### config.mk
export PLATFORM = sky130hd
export DESIGN_NAME = prog_counter
export DESIGN_NICKNAME = d
export VERILOG_FILES = /design/src/rtl/prog_counter.sv
export SDC_FILE = /design/constraint.sdc
export NUM_CORES = 1
export LEC_CHECK = 0
export ABC_AREA = 1
export CAP_MARGIN = 20
export CORE_UTILIZATION = 30
export DETAILED_ROUTE_END_ITERATION = 10
export PLACE_DENSITY_LB_ADDON = 0.3
export REMOVE_ABC_BUFFERS = 1
export SYNTH_ARGS = -nofsm -noshare
export SYNTH_HDL_FRONTEND = slang
export SYNTH_SLANG_ARGS = --single-unit
### constraint.sdc
create_clock -name clk -period 1.8 [get_ports clk]
set_clock_uncertainty 0.1 [all_clocks]
set_input_delay 0.45 -clock clk [delete_from_list [all_inputs] [get_ports clk]]
set_output_delay 0.45 -clock clk [all_outputs]
set_load 0.005 [all_outputs]
### src/rtl/prog_counter.sv
// Programmable up/down counter with a small IDLE/RUN/DONE controller.
// A start request latches limit, dir and mode. The counter then steps between
// 0 and the latched limit. In wrap mode it restarts at the far end and pulses
// wrap. In one-shot mode it parks at the terminal value and enters DONE.
module prog_counter #(
  parameter int WIDTH = 8
) (
  input  logic             clk,
  input  logic             rst,
  input  logic             start,
  input  logic             stop,
  input  logic             en,
  input  logic             clr,
  input  logic             load,
  input  logic [WIDTH-1:0] load_val,
  input  logic [WIDTH-1:0] limit,
  input  logic             dir,
  input  logic             mode,
  output logic [WIDTH-1:0] count,
  output logic             tc,
  output logic             wrap,
  output logic             busy,
  output logic             done
);

  typedef enum logic [1:0] {
    IDLE = 2'd0,
    RUN  = 2'd1,
    DONE = 2'd2
  } state_t;

  localparam logic [WIDTH-1:0] ONE = {{(WIDTH-1){1'b0}}, 1'b1};

  state_t           state;
  logic [WIDTH-1:0] limit_q;
  logic             dir_q;
  logic             mode_q;
  logic [WIDTH-1:0] term_val;

  // Terminal value is limit_q when counting up and 0 when counting down.
  assign term_val = dir_q ? '0 : limit_q;

  // tc depends only on registered state and count, so it is stable within a cycle.
  assign tc = (state == RUN) && (count == term_val);

  // Controller, counter and registered status outputs. The priority order is
  // rst > stop > start > clr > load > count step.
  // NOTE: asynchronous reset appears in the sensitivity list. All state uses
  // non-blocking assignments, so every register samples values from before the edge.
  always_ff @(posedge clk or posedge rst) begin
    if (rst) begin
      state   <= IDLE;
      count   <= '0;
      limit_q <= '0;
      dir_q   <= 1'b0;
      mode_q  <= 1'b0;
      wrap    <= 1'b0;
      busy    <= 1'b0;
      done    <= 1'b0;
    end else begin
      // wrap is a single-cycle pulse. It is low unless a wrap event occurs this cycle.
      wrap <= 1'b0;
      if (stop) begin
        // An abort holds count. In IDLE it also blocks a simultaneous start.
        state <= IDLE;
        busy  <= 1'b0;
        done  <= 1'b0;
      end else if (start) begin
        limit_q <= limit;
        dir_q   <= dir;
        mode_q  <= mode;
        count   <= dir ? limit : '0;
        state   <= RUN;
        busy    <= 1'b1;
        done    <= 1'b0;
      end else if (clr) begin
        count <= '0;
      end else if (load) begin
        count <= load_val;
      end else if (state == RUN && en) begin
        if (tc) begin
          if (mode_q) begin
            // One-shot: count stays at the terminal value and the block parks in DONE.
            state <= DONE;
            busy  <= 1'b0;
            done  <= 1'b1;
          end else begin
            count <= dir_q ? limit_q : '0;
            wrap  <= 1'b1;
          end
        end else begin
          // The step is modulo 2^WIDTH, so a loaded value above limit_q
          // wraps through 0 and still reaches the terminal value.
          count <= dir_q ? count - ONE : count + ONE;
        end
      end
    end
  end

endmodule

==> metrics.cfg <==
[synthesis]
synth-adder-area-share=0.0479
synth_top_family_by_area=simple AND/OR/NAND/NOR gates
ys_ff_latch=21
yosysSeqAreaShare=0.265
ys_top_cells_by_count=nand2_1 (123), inv_1 (47), nor2_1 (31)
synth_area_um2=1990
synthMuxAreaShare=0.0454
synth_largest_area_cell=dfrtp_1
postSynthAreaPerCell_um2=6.43
synth_top_area_share=0.265
synth.distinct_cells=30
synth_top_cells_by_area=dfrtp_1 (26%), nand2_1 (23%), inv_1 (8.9%)
synth_enable_flop_cells=0
synthFlopType=dfrtp_1
yosysMostFrequentCell=nand2_1
synth-xor-area-share=0.0176
synthCells=309
synth_compound_area_frac=0.0164
synthArstFlopShare=1.00
yosysWarnings=0
synth_simple_gate_area_frac=0.488

[critical_path]
path_class=reg2out
cp_max_fo=8
arrival_ns=1.54
required_ns=1.25
cp-end-kind=primary output
cp-start-kind=register

[clocking]
cts_tree=done
cts_root_buffer=clkbuf_8
insertion_delay_ns=0.28
clk_path_buf_depth=2
hold_buffers=0
numCtsBuffers=3
htreeDepth=1
clkTransAtPathRegs_ns=0.09
cts_num_sinks=21

[cells_and_area]
utilization=0.519
area_growth_pct=67.0
num_antenna_cells=0
nets=451
num-fill-cells=611
fin_cells=495
drive_gt1_frac=0.371

[drt]
drt-total-wl_mm=6.53
drt_pre_antenna_iters=4
viasPerCell=4.58
ant_nets=0
drc_errors=0
wl_per_cell_um=13.2
dr.first_iter.drc_count=105
vias=2265

[status]
status=finished, violations left
violations=setup timing

[power_and_ir_drop]
p_comb_frac=0.600
power_frac_clock=0.145
p_sw_frac=0.413
peakVddDrop_uv=311
switchingPower_uw=984
seq_power_share=0.255
internal_power_uw=1400
power_leakage_uw=0.00181
power_density_nw_per_um2=718

[worst_hold_path]
hold_class=in2async

[floorplan]
fp.dieH_um=83.4
initial_utilization=0.311
core_um2=6390
die_area_um2=6950
rows=29
io-pin-count=37
die_x_um=83.4

[sta]
slew_viol_final=0
relSlewSlack=0.795
worst_slack_ns=-0.293
rsz0062_at_grt=true
finalHoldViolCount=0
fmax_ghz=0.478
finalSetupViolations=11
tightestPinTransition_ns=0.307
min_period_over_period=1.16
period_minus_slack_ns=2.09

[placement]
dp_slack_ns=-0.367
dp.cells=477
io_buffers=36
globalplace.congestion=0.857
hpwlAfterDp_mm=4.57

[global_route]
track_usage=0.197
grt-ovfl-total=0
grt_pass1_wl_mm=10.9
grt_pass1_vias=2334
antenna_found_initial=0
grt_max_degree=22

[job]
max_cap_viol_count=0

[placed cells by master, fill, tap and decap left out]
cell type,instances
nand2_1,109
clkbuf_8,3
nor2_1,27
fa_2,1
a21boi_1,1
dfrtp_1,19
nand3_1,8
buf_8,1
dlymetal6s2s_1,2
inv_6,2
dlygate4sd2_1,8
xor2_1,3
mux2_2,8
nand3_2,20
clkdlybuf4s50_1,25
nor3_1,1
buf_6,12
a21oi_1,5
nor2_2,4
inv_2,2
nand3_4,4
nand2_4,4
dfrtp_2,2
ha_1,2
clkbuf_1,1
nand2_2,19
inv_1,46
buf_4,55
and3_1,1
buf_2,1
buf_12,5
nand4_1,2
xnor2_1,1
or2_2,1
nand3b_1,2
clkinv_4,1
ha_4,4
nor2_4,6
[registers in the layout, summed over array words and instances (netlist names)]
| name | flops |
|---|---|
| state | 1 |
| dir_q | 1 |
| mode_q | 1 |
| limit_q | 8 |
| done | 1 |
| wrap | 1 |
| count | 8 |
[path summary, 6_finish.rpt]
kind | slack (ns) | to | depth (start not counted) | from
worst min-delay path | 0.42 | count[4]$_DFFE_PP0P_ | 3 | rst
worst min register to register | 0.51 | mode_q$_DFFE_PP0P_ | 2 | mode_q$_DFFE_PP0P_
worst max register to register | -0.23 | count[6]$_DFFE_PP0P_ | 14 | dir_q$_DFFE_PP0P_
min in group clk | 0.51 | mode_q$_DFFE_PP0P_ | 2 | mode_q$_DFFE_PP0P_
worst max-delay path | -0.29 | tc | 10 | dir_q$_DFFE_PP0P_
max in group asynchronous | 0.93 | dir_q$_DFFE_PP0P_ | 3 | rst
[critical path, cell delays in order, from the launching register on]
cell and delay (ns):
dfrtp_2 0.49, clkinv_4 0.12, nand2_1 0.07, nand2_2 0.07
nand2_2 0.06, inv_1 0.06, nand2_1 0.06, nor2_2 0.09
nand3_2 0.10, inv_2 0.05, buf_2 0.09
[what timing repair did]
action,in CTS,in global routing
cloned,1,0
endpoints found under the setup margin,19,13
resized for setup,60,20
pin swaps,22,13
setup buffers,15,2
[layer usage]
layer  track usage  wire length, um  vias to the layer above
li1              -                -                     1165
met1         0.248             2850                     1040
met2         0.349             3270                       52
met3        0.0229              293                        8
met4        0.0611              109                        0
met5             0                0                        -
[through the flow]
stage	cell area [um^2]	total power [uW]	hold slack (ns)	TNS, ns
floorplan	1940	1240	0.327	-1.22
global placement	2900	1770	0.424	-2.39
detailed placement	2900	1780	0.432	-2.67
CTS	3270	2320	0.426	-2.16
global route	3320	2560	0.442	-3.30
finish	3320	2380	0.416	-2.00
[layout make-up]
| cell class | instances | area, um^2 | share of cell area |
|---|---|---|---|
| Sequential cell | 21 | 528 | 0.159 |
| Clock buffer | 4 | 45.0 | 0.0136 |
| Timing Repair Buffer | 109 | 1010 | 0.306 |
| Tap cell | 77 | 96.3 | 0.0290 |
| Inverter | 50 | 198 | 0.0596 |
| Multi-Input combinational cell | 233 | 1430 | 0.430 |
| Timing Repair inverter | 1 | 8.76 | 0.00264 |
[logic make-up (layout without fill, tap and decap cells)]
family	Yosys count	in the layout
AND/OR/NAND/NOR	208	208
XOR/XNOR	4	4
AO/OA/AOI/OAI	6	6
flip-flops	21	21
adder cells (fa/ha/maj)	7	7
multiplexers	8	8
buffers and inverters	55	164
[power groups by stage]
stage                     logic (uW)  registers [uW]  clock network [uW]
after floorplan                  619             617                   0
after global placement          1170             597                   0
after detailed placement        1180             600                   0
after CTS                       1370             603                 349
after global routing            1570             617                 369
final                           1430             607                 346
Power figures use the tool's default switching activity.
